<file path="config.mk">
export PLATFORM = sky130hd
export DESIGN_NAME = usr_shift_sequencer
export DESIGN_NICKNAME = d
export VERILOG_FILES = /design/src/rtl/usr_pkg.sv /design/src/rtl/usr_shift_sequencer.sv
export SDC_FILE = /design/constraint.sdc
export NUM_CORES = 1
export LEC_CHECK = 0
export ABC_AREA = 1
export CORE_MARGIN = 2
export CORE_UTILIZATION = 42
export DETAILED_ROUTE_END_ITERATION = 10
export GPL_TIMING_DRIVEN = 0
export PLACE_DENSITY = 0.85
export SLEW_MARGIN = 40
export SYNTH_ARGS = -nofsm -noshare
export SYNTH_HDL_FRONTEND = slang
export SYNTH_SLANG_ARGS = --single-unit
</file>
<file path="constraint.sdc">
create_clock -name clk -period 1.55 [get_ports clk]
set_input_delay 0.465 -clock clk [delete_from_list [all_inputs] [get_ports clk]]
set_output_delay 0.465 -clock clk [all_outputs]
set_load 0.02 [all_outputs]
</file>
<file path="src/rtl/usr_pkg.sv">
// Shared select codes and sequencer state encodings for the universal shift register slice.
// Latency: n/a (definitions only).
// Backpressure: n/a (definitions only).
package usr_pkg;

    // Shift register operation select
    localparam logic [1:0] SEL_HOLD = 2'b00;
    localparam logic [1:0] SEL_LOAD = 2'b01;
    localparam logic [1:0] SEL_SHR  = 2'b10;
    localparam logic [1:0] SEL_SHL  = 2'b11;

    // Sequencer states; ST_PAR is only entered when parity generation is built in
    typedef enum logic [1:0] {
        ST_IDLE  = 2'd0,
        ST_LOAD  = 2'd1,
        ST_SHIFT = 2'd2,
        ST_PAR   = 2'd3
    } usr_seq_state_t;

    // Shift direction bit to register select code (1 = left/MSB first)
    function automatic logic [1:0] shift_sel(input logic dir);
        return dir ? SEL_SHL : SEL_SHR;
    endfunction

endpackage

</file>
<file path="src/rtl/usr_shift_sequencer.sv">
// Drives unishr as a back-to-back parallel-to-serial converter (LOAD, then WIDTH shifts per word).
// Latency: first ser_valid two cycles after the accept cycle; 1+WIDTH cycles/word (2+WIDTH with parity).
// Backpressure: in_ready only in IDLE and on the final cycle of a word; words offered otherwise wait.
//
// Ports: clk, reset (async active-low); in_valid/in_data/in_dir/in_ready upstream word handshake;
//        sel/d_paraller/d_series to the shift register, q from it; ser_out/ser_valid/word_done serial side.
// Build option: USR_SEQ_PARITY_EN appends one even-parity bit per word (PAR state).
module usr_shift_sequencer
    import usr_pkg::*;
#(
    parameter int WIDTH = 4
) (
    input  logic             clk,
    input  logic             reset,
    input  logic             in_valid,
    input  logic [WIDTH-1:0] in_data,
    input  logic             in_dir,
    output logic             in_ready,
    output logic [1:0]       sel,
    output logic [WIDTH-1:0] d_paraller,
    output logic             d_series,
    input  logic [WIDTH-1:0] q,
    output logic             ser_out,
    output logic             ser_valid,
    output logic             word_done
);

    localparam int CNT_W = (WIDTH > 1) ? $clog2(WIDTH) : 1;

    usr_seq_state_t   state;
    logic [WIDTH-1:0] word_r;
    logic             dir_r;
    logic [CNT_W-1:0] cnt;
    logic             run_r;   // keeps in_ready low until the first edge after reset release
    logic             accept;
    logic             unused_q;

    // Only the end bit selected by dir_r is tapped from q
    assign unused_q = ^q;

    assign accept     = in_valid & in_ready;
    assign d_paraller = word_r;
    assign d_series   = 1'b0;

    always_ff @(posedge clk or negedge reset) begin
        if (!reset) begin
            state  <= ST_IDLE;
            word_r <= '0;
            dir_r  <= 1'b0;
            cnt    <= '0;
            run_r  <= 1'b0;
        end else begin
            run_r <= 1'b1;
            if (accept) begin
                word_r <= in_data;
                dir_r  <= in_dir;
            end
            case (state)
                ST_IDLE: begin
                    if (accept) state <= ST_LOAD;
                end
                ST_LOAD: begin
                    state <= ST_SHIFT;
                    cnt   <= CNT_W'(WIDTH - 1);
                end
                ST_SHIFT: begin
                    // cnt parks at zero on the last bit; it is only reloaded from LOAD
                    if (cnt != '0) begin
                        cnt <= cnt - 1'b1;
                    end else begin
`ifdef USR_SEQ_PARITY_EN
                        state <= ST_PAR;
`else
                        state <= accept ? ST_LOAD : ST_IDLE;
`endif
                    end
                end
                ST_PAR: begin
                    state <= accept ? ST_LOAD : ST_IDLE;
                end
                default: state <= ST_IDLE;
            endcase
        end
    end

    // Moore decode; ser_out taps q before this cycle's shift takes effect
    always_comb begin
        in_ready  = 1'b0;
        sel       = SEL_HOLD;
        ser_valid = 1'b0;
        ser_out   = 1'b0;
        word_done = 1'b0;
        case (state)
            ST_IDLE: begin
                in_ready = run_r;
            end
            ST_LOAD: begin
                sel = SEL_LOAD;
            end
            ST_SHIFT: begin
                sel       = shift_sel(dir_r);
                ser_valid = 1'b1;
                ser_out   = dir_r ? q[WIDTH-1] : q[0];
`ifdef USR_SEQ_PARITY_EN
                word_done = 1'b0;
`else
                if (cnt == '0) begin
                    word_done = 1'b1;
                    in_ready  = 1'b1;
                end
`endif
            end
            ST_PAR: begin
`ifdef USR_SEQ_PARITY_EN
                ser_valid = 1'b1;
                ser_out   = ^word_r;
                word_done = 1'b1;
                in_ready  = 1'b1;
`else
                ser_valid = 1'b0;
`endif
            end
            default: begin
                sel = SEL_HOLD;
            end
        endcase
    end

endmodule

</file>
==> results.ini, run 1 <==
[floorplanning]
dieArea_mm2 = 0.00182
fp-row-count = 13
io_pins = 23
die_w_um = 42.7
initial_utilization_pct = 46.5
fp.dieH_um = 42.7
design.core.area_mm2 = 0.00135

[worst_setup_path]
worstSetupPathType = reg -> out
required_ps = 1080
crit_family = flip-flops
critPathMaxStageDelay_ps = 480
crit_top_cell = nand2_2
timing.rr.start = state[1]
critPathArrivalTime_ps = 1330
crit_slowest_cell = dfrtp_2
path_buf_inv = 3
end_kind = primary output
critPathMaxFanout = 5
start_kind = register
crit_start = state[1]
crit_chain = inv_4 > ha_4 > inv_2 > nand2_2 > nand2_2 > nand2_2 > buf_6

[place]
dp_slack_ps = -651
port_buffers = 19
hpwl_um = 1090
placed_cells = 110
gp_congestion = 0.814

[yosys]
synth_area_um2 = 628
seq_area_frac_synth_pct = 39.8
syn-num-nets = 94
ys_ff_latch = 10
syn-mean-instance-area_um2 = 8.26
synth_cells = 76
yosysWarningCount = 0
ys_types = 16

[final_layout]
multi_input_area_um2 = 358
drive_gt1_share_pct = 48.1
diodes = 0
fillers = 99
nNetsFinal = 128
area_growth_pct = 60.0
final-seq-area_um2 = 251
stdcell_count = 123

[run]
cap_viol_max_count = 0

[power]
pwr-share-seq_pct = 25.0
clkPwrFrac_pct = 9.0
p_int_mw = 1.06
p_leak_nw = 0.532
net-switching-power_uw = 854
ir_drop_v = 0.00113
power_density_mw_per_mm2 = 1910
pwr-share-comb_pct = 66.0
sw_frac_of_total_pct = 44.5

[detailed_routing]
drc = 0
drt_iter0_drc = 5
wirelength_um = 1640
viasPerCell = 4.85
wire_per_inst_um = 13.3
antenna_left = 0
firstDrtPassIters = 4
vias = 597

[outcome]
violations = negative setup slack
status = finished, violations left

[sta]
clock.fmax_mhz = 556
fin_skew_ps = 6.70
finalSetupTns_ps = -1120
hold_violations = 0
fin_crit_sh_pct = 116
period_needed_ps = 1800
finalSetupViolCount = 6
final-max-slew-violation-count = 0
finalWorstSetupSlack_ps = -248
rsz0062_at_grt = yes

[global_route]
antenna_found_initial = 0
grt_first_pass_wirelength_um = 2500
gr-usage-all-layers_pct = 18.8
overflow = 0
grt_pass1_vias = 577
grt_max_degree = 11

[clock_tree]
cts_htree_levels = 1
cts-hold-fix-buffers = 0
clk_pin_slew_ps = 60
clock_tree.root_cell = clkbuf_4
cts_buffers = 3
ctsLongestPathBuffers = 2
cts_tree = built
cts_sinks = 10
clk_latency_ps = 260

[min_path]
worstHoldStart = d_paraller[0]
hp-class = reg -> reg

## cell usage in the layout, fill, tap and decap left out, types with 3 or more instances in the layout
master            n
dfrtp_1           9
clkbuf_4          3
inv_1            11
o21ai_2           6
nand2_2           9
nand2_1          10
clkdlybuf4s50_1   9
dlygate4sd2_1     4
buf_4            14
nor2_1            3
buf_6             5
ha_4              3
inv_4             3
## worst paths after layout
check,cells after the start,slack [ps],to
worst max-delay path,7,-250,in_ready
worst max register to register,9,90,d_paraller[1]
min in group asynchronous,1,520,d_paraller[0]
max in group asynchronous,1,680,state[1]
worst min register to register,2,480,d_paraller[0]
worst min-delay path,2,480,d_paraller[0]
## synth_stat cells (all sizes together)
master / n / area (um2)
nand3: 2 / 15.0
o21ai: 8 / 58.8
inv: 16 / 60.1
ha: 6 / 75.1
buf: 3 / 26.3
nand2: 20 / 92.6
dfrtp: 10 / 250
nor2: 4 / 15.0
conb: 2 / 7.51
a31oi: 1 / 6.26
nand4: 1 / 6.26
a21oi: 3 / 15.0
## worst register-to-register path: stages, from the launching register on
cell     delay (ps)
dfrtp_2         480
inv_4           110
ha_4            150
inv_2            40
nand2_2          70
buf_4           120
nand3_2         100
buf_6           170
nand2_2          70
o21ai_2          50
## power groups by stage
stage | clock network [mW] | logic, mW | registers (mW)
after global routing | 0.195 | 1.37 | 0.495
after detailed placement | 0 | 0.953 | 0.471
after global placement | 0 | 0.909 | 0.461
after CTS | 0.177 | 1.14 | 0.482
final | 0.173 | 1.27 | 0.481
after floorplan | 0 | 0.581 | 0.512
## cell families (layout without fill, tap and decap cells)
logic type               Yosys count  after routing  synth area share (%)
buffers and inverters             19             51                  13.7
AND/OR/NAND/NOR                   27             27                  20.5
adder cells (fa/ha/maj)            6              6                  12.0
AO/OA/AOI/OAI                     12             12                  12.7
other                              2              2                  1.20
flip-flops                        10             10                  39.8
## per-stage QoR
stage	utilization, %	total power [mW]	hold slack [ps]	area, um2
global route	74.4	2.06	517	1000
detailed placement	63.2	1.42	476	853
CTS	71.4	1.80	488	963
global placement	63.2	1.37	469	853
finish	74.4	1.92	485	1000
floorplan	-	1.09	169	644
## sequential cells by signal (all words and copies together) (netlist names)
signal      flops
cnt             2
d_paraller      4
dir_r           1
run_r           1
state           2
## per-layer routing
layer / up-vias / routed length (um) / global-route usage, %
li1: 293 / - / -
met4: 0 / 33 / 8.75
met1: 285 / 592 / 20.1
met5: - / 0 / 0
met3: 6 / 77 / 5.53
met2: 13 / 932 / 33.3
## final cells by class
class                      instances  area share [%]
multi-input combinational         47            35.6
sequential                        10            25.0
buffer                             3            2.62
tap                               15            1.87
clock buffer                       3            2.24
inverter                          16            6.72
timing repair buffer              29            25.9
## repair_timing
item | CTS | global route
setup buffers | 7 | 3
endpoints found under the hold margin | 0 | 0
setup endpoints to repair | 10 | 6
resized for setup | 52 | 7
pin swaps | 4 | 2
Note: power is estimated with default switching activity, not from simulation.
==> run 2, diff against run 1 <==
CORE_MARGIN = 1   (was 2)
SKIP_LAST_GASP = 1   (was unset)
==> results.ini, run 2 (synthesis results as in run 1) <==
[worst_setup_path]
worstSetupPathType = reg -> out
critPathArrivalTime_ps = 1320  ; about the same
critPathMaxFanout = 4  ; -1
start_kind = register
crit_chain = inv_4 > ha_4 > o21ai_1 > a21oi_2 > buf_4
required_ps = 1080  ; about the same
end_kind = primary output
critPathMaxStageDelay_ps = 410  ; -70 ps
crit_slowest_cell = dfrtp_1

[final_layout]
final_cell_mix = 14 x buf_4, 11 x inv_1, 10 x nand2_1, 9 x dfrtp_1, 9 x clkdlybuf4s50_1
fillers = 91  ; -8.1%
nNetsFinal = 128  ; unchanged
drive_gt1_share_pct = 46.8  ; -1.4 points
fin_util_pct = 77.6  ; +3.2 points
multi_input_area_um2 = 373  ; +4.2%
diodes = 0  ; unchanged
final_common_cell = buf_4
area_growth_pct = 66.7
stdcell_count = 124  ; +0.81%
final-seq-area_um2 = 251  ; unchanged
largest_register_ffs = 4  ; unchanged

[sta]
fin_skew_ps = 10.3  ; +3.59 ps
fin_hold_ws_ps = 491  ; +6.10 ps
period_needed_ps = 1790  ; -7.96 ps
finalSetupViolCount = 6  ; unchanged
clock.fmax_mhz = 559  ; +0.44%
finalWorstSetupSlack_ps = -240  ; +7.96 ps
rsz0062_at_grt = yes
final-max-slew-violation-count = 0  ; unchanged
finalSetupTns_ps = -1060  ; +64.8 ps
hold_violations = 0  ; unchanged
fin_crit_sh_pct = 115  ; -0.51 points

[clock_tree]
cts_sinks = 10  ; unchanged
ctsLongestPathBuffers = 2  ; unchanged
cts_tree = built
clk_latency_ps = 280  ; +20 ps
clock_tree.root_cell = clkbuf_4
cts_htree_levels = 1  ; unchanged
clk_pin_slew_ps = 70  ; about the same
cts_buffers = 3  ; unchanged

[detailed_routing]
antenna_left = 0  ; unchanged
wirelength_um = 1580  ; -3.2%
firstDrtPassIters = 4  ; unchanged
drc = 0  ; unchanged
drt_iter0_drc = 2  ; -3
vias = 591  ; -1.0%
wire_per_inst_um = 12.8  ; -4.0%
viasPerCell = 4.77  ; -1.8%

[floorplanning]
fp-row-count = 13  ; unchanged
io_pins = 23  ; unchanged
die_w_um = 40.7  ; -4.7%
dieArea_mm2 = 0.00165  ; -9.2%
design.core.area_mm2 = 0.00135  ; unchanged
initial_utilization_pct = 46.5  ; unchanged
fp.dieH_um = 40.7  ; -4.7%

[place]
gp_congestion = 0.814  ; about the same
hpwl_um = 923  ; -15%
port_buffers = 19  ; unchanged
placed_cells = 110  ; unchanged

[outcome]
violations = negative setup slack
status = finished, violations left

[min_path]
hp-class = reg -> reg

[global_route]
antenna_found_initial = 0  ; unchanged
grt_first_pass_wirelength_um = 1940  ; -23%
grt_max_degree = 11  ; unchanged
grt_pass1_vias = 501  ; -13%
gr-usage-all-layers_pct = 19.2  ; +0.43 points
overflow = 0  ; unchanged

[power]
p_leak_nw = 0.552  ; +3.8%
ir_drop_v = 0.00124  ; +10%
power_density_mw_per_mm2 = 1910  ; about the same
total_power_mw = 2.00  ; +4.2%

[run]
cap_viol_max_count = 0  ; unchanged

run 2: metal layers:
| layer | track usage, % | routed length, um |
|---|---|---|
| met1 | 18.4 | 604 |
| met3 | 8.15 | 68 |
| met4 | 12.5 | 31 |
| met2 | 33.3 | 878 |
| met5 | 0 | 0 |
run 2: critical path, delay by kind of cell (launching register included):
kind / cells / cell delay, ps
flops: 1 / 410
compound gates: 2 / 200
fa+ha+maj: 1 / 160
buf+inv: 2 / 280
run 2: layout make-up:
type                            count  share of cell area (%)
Tap cell                           15                    1.79
Clock buffer                        4                    3.46
Sequential cell                    10                    24.0
Multi-Input combinational cell     47                    35.6
Buffer                              3                    3.35
Inverter                           16                    6.21
Timing Repair Buffer               29                    25.6
run 2: repair_timing:
| action | CTS | global route |
|---|---|---|
| resized for setup | 51 | 7 |
| buffers inserted | 8 | 1 |
| cloned | 0 | 1 |
| hold buffers | 0 | 0 |
| setup endpoints to repair | 10 | 9 |
| pin swaps | 4 | 3 |
run 2: worst paths after layout:
| kind | slack (ps) | end | depth (start not counted) | start |
|---|---|---|---|---|
| max | -240 | ser_out | 5 | state[0] |
| min | 490 | d_paraller[2] | 2 | d_paraller[2] |
| max reg2reg | 20 | state[0] | 10 | state[1] |
| min reg2reg | 490 | d_paraller[2] | 2 | d_paraller[2] |
| max in group asynchronous | 690 | state[1] | 1 | reset |
| min in group asynchronous | 500 | d_paraller[3] | 1 | reset |
run 2: where the power goes:
part | total, mW | internal [mW] | switching, mW | leakage, nW
Clock | 0.241 | 0.143 | 0.0979 | 0.0210
Sequential | 0.474 | 0.376 | 0.0984 | 0.119
Combinational | 1.29 | 0.617 | 0.668 | 0.412
run 2: per-stage QoR:
stage | setup slack [ps] | cell area (um2)
4_1_cts | -230 | 978
2_1_floorplan | -77.4 | 644
3_3_place_gp | -661 | 853
3_5_place_dp | -658 | 853
5_1_grt | -301 | 1050
6_report | -240 | 1050
==> run 3, diff against run 2 <==
GPL_TIMING_DRIVEN = unset   (was 0)
==> results.ini, run 3 (synthesis results as in run 1) <==
[floorplanning]
initial_utilization_pct = 46.5  ; unchanged
die_w_um = 40.7  ; unchanged
io_pins = 23  ; unchanged
design.core.area_mm2 = 0.00135  ; unchanged
fp.dieH_um = 40.7  ; unchanged
fp-row-count = 13  ; unchanged
dieArea_mm2 = 0.00165  ; unchanged

[place]
dp_slack_ps = -640  ; +17.6 ps
hpwl_um = 1150  ; +24%
port_buffers = 19  ; unchanged
gp_congestion = 0.799  ; -1.9%

[sta]
period_needed_ps = 1860  ; +66.1 ps
fin_hold_ws_ps = 480  ; -10.5 ps
final-max-slew-violation-count = 0  ; unchanged
rsz0062_at_grt = yes
hold_violations = 0  ; unchanged
clock.fmax_mhz = 539  ; -3.6%
finalSetupViolCount = 6  ; unchanged
finalWorstSetupSlack_ps = -306  ; -66.1 ps
finalSetupTns_ps = -1360  ; -300 ps
fin_skew_ps = 12.5  ; +2.20 ps
fin_crit_sh_pct = 120  ; +4.3 points

[worst_setup_path]
end_kind = primary output
critPathMaxFanout = 3  ; -1
start_kind = register
critPathArrivalTime_ps = 1390  ; +70 ps
worstSetupPathType = reg -> out
required_ps = 1080  ; about the same

[power]
power_density_mw_per_mm2 = 1940  ; +1.6%
total_power_mw = 1.96  ; -1.9%
ir_drop_v = 0.00128  ; +3.5%
p_leak_nw = 0.541  ; -2.0%

[run]
cap_viol_max_count = 0  ; unchanged

[final_layout]
largest_register_ffs = 4  ; unchanged
drive_gt1_share_pct = 44.1  ; -2.6 points
multi_input_area_um2 = 343  ; -8.1%
nNetsFinal = 130  ; +1.6%
fillers = 87  ; -4.4%
final_cell_mix = 18 x buf_4, 12 x inv_1, 11 x nand2_1, 10 x dfrtp_1, 9 x clkdlybuf4s50_1
final_common_cell = buf_4
final-seq-area_um2 = 250  ; -0.50%
area_growth_pct = 61.0
fin_util_pct = 74.9  ; -2.7 points
diodes = 0  ; unchanged

[detailed_routing]
drc = 0  ; unchanged
vias = 588  ; -0.51%
viasPerCell = 4.67  ; -2.1%
wirelength_um = 1570  ; -0.82%
drt_iter0_drc = 4  ; +2
wire_per_inst_um = 12.5  ; -2.4%
firstDrtPassIters = 2  ; -2
antenna_left = 0  ; unchanged

[clock_tree]
cts-hold-fix-buffers = 0  ; unchanged
cts_htree_levels = 1  ; unchanged
clk_pin_slew_ps = 60  ; about the same
cts_buffers = 3  ; unchanged
clk_latency_ps = 270  ; about the same
clock_tree.root_cell = clkbuf_4
ctsLongestPathBuffers = 2  ; unchanged
cts_sinks = 10  ; unchanged
cts_tree = built

[global_route]
grt_max_degree = 11  ; unchanged
gr-usage-all-layers_pct = 20.3  ; +1.0 points
use_met3_pct = 9.78  ; +1.6 points
grt_pass1_vias = 541  ; +8.0%
overflow = 0  ; unchanged
grt_first_pass_wirelength_um = 2120  ; +9.3%
grt_use_met2_pct = 40.1  ; +6.7 points
met1_usage_pct = 18.7  ; +0.33 points
top_usage_layer = met2
antenna_found_initial = 0  ; unchanged

[min_path]
hp-class = reg -> reg

[outcome]
violations = negative setup slack
status = finished, violations left

-- run 3: cell count changes in the layout (fill, tap and decap cells not counted), sizes merged --
cell and delta:
buf +3, clkbuf -1
-- run 3: critical path: stages (launching register included) --
cell	delay, ps
dfrtp_1	380
buf_4	140
ha_1	200
a21oi_1	180
nor2_2	60
buf_4	150
-- run 3: final cells by class --
cell class,instances,share of cell area [%]
repair buffers,34,30.0
clock buffers,4,3.59
multi-input cells,47,33.9
inverters,16,5.94
flip-flops and latches,10,24.8
well taps,15,1.86
-- run 3: timing repair --
| action | 4_1_cts | 5_1_grt |
|---|---|---|
| setup buffers | 1 | 0 |
| endpoints found under the setup margin | 15 | 8 |
| cloned | 0 | 0 |
| pin swaps | 2 | 3 |
| resized for setup | 42 | 5 |
-- run 3: worst paths after layout --
path / depth (start not counted) / start / slack [ps] / to
max: 5 / state[0] / -310 / sel[0]
min: 2 / d_paraller[0] / 480 / d_paraller[0]
max reg2reg: 10 / state[1] / 60 / state[0]
min reg2reg: 2 / d_paraller[0] / 480 / d_paraller[0]
max in group asynchronous: 1 / reset / 720 / state[1]
min in group asynchronous: 1 / reset / 500 / d_paraller[3]
-- run 3: metrics by stage --
step | instances | area (um2)
2_1_floorplan | 76 | 644
3_3_place_gp | 121 | 945
3_5_place_dp | 121 | 945
4_1_cts | 126 | 993
5_1_grt | 126 | 1010
6_report | 126 | 1010
-- run 3: per-layer routing --
metal  routed length (um)  part of all wire, %
met1                  641                   41
met2                  872                   56
met3                   49                  3.1
met4                    5                 0.32
met5                    0                    0
-- run 3: power by group --
group	internal [mW]	total (mW)	switching, mW	leakage [nW]
combinational	0.605	1.28	0.672	0.400
sequential	0.373	0.448	0.0749	0.120
clock	0.143	0.237	0.0942	0.0210
total	1.12	1.96	0.841	0.541
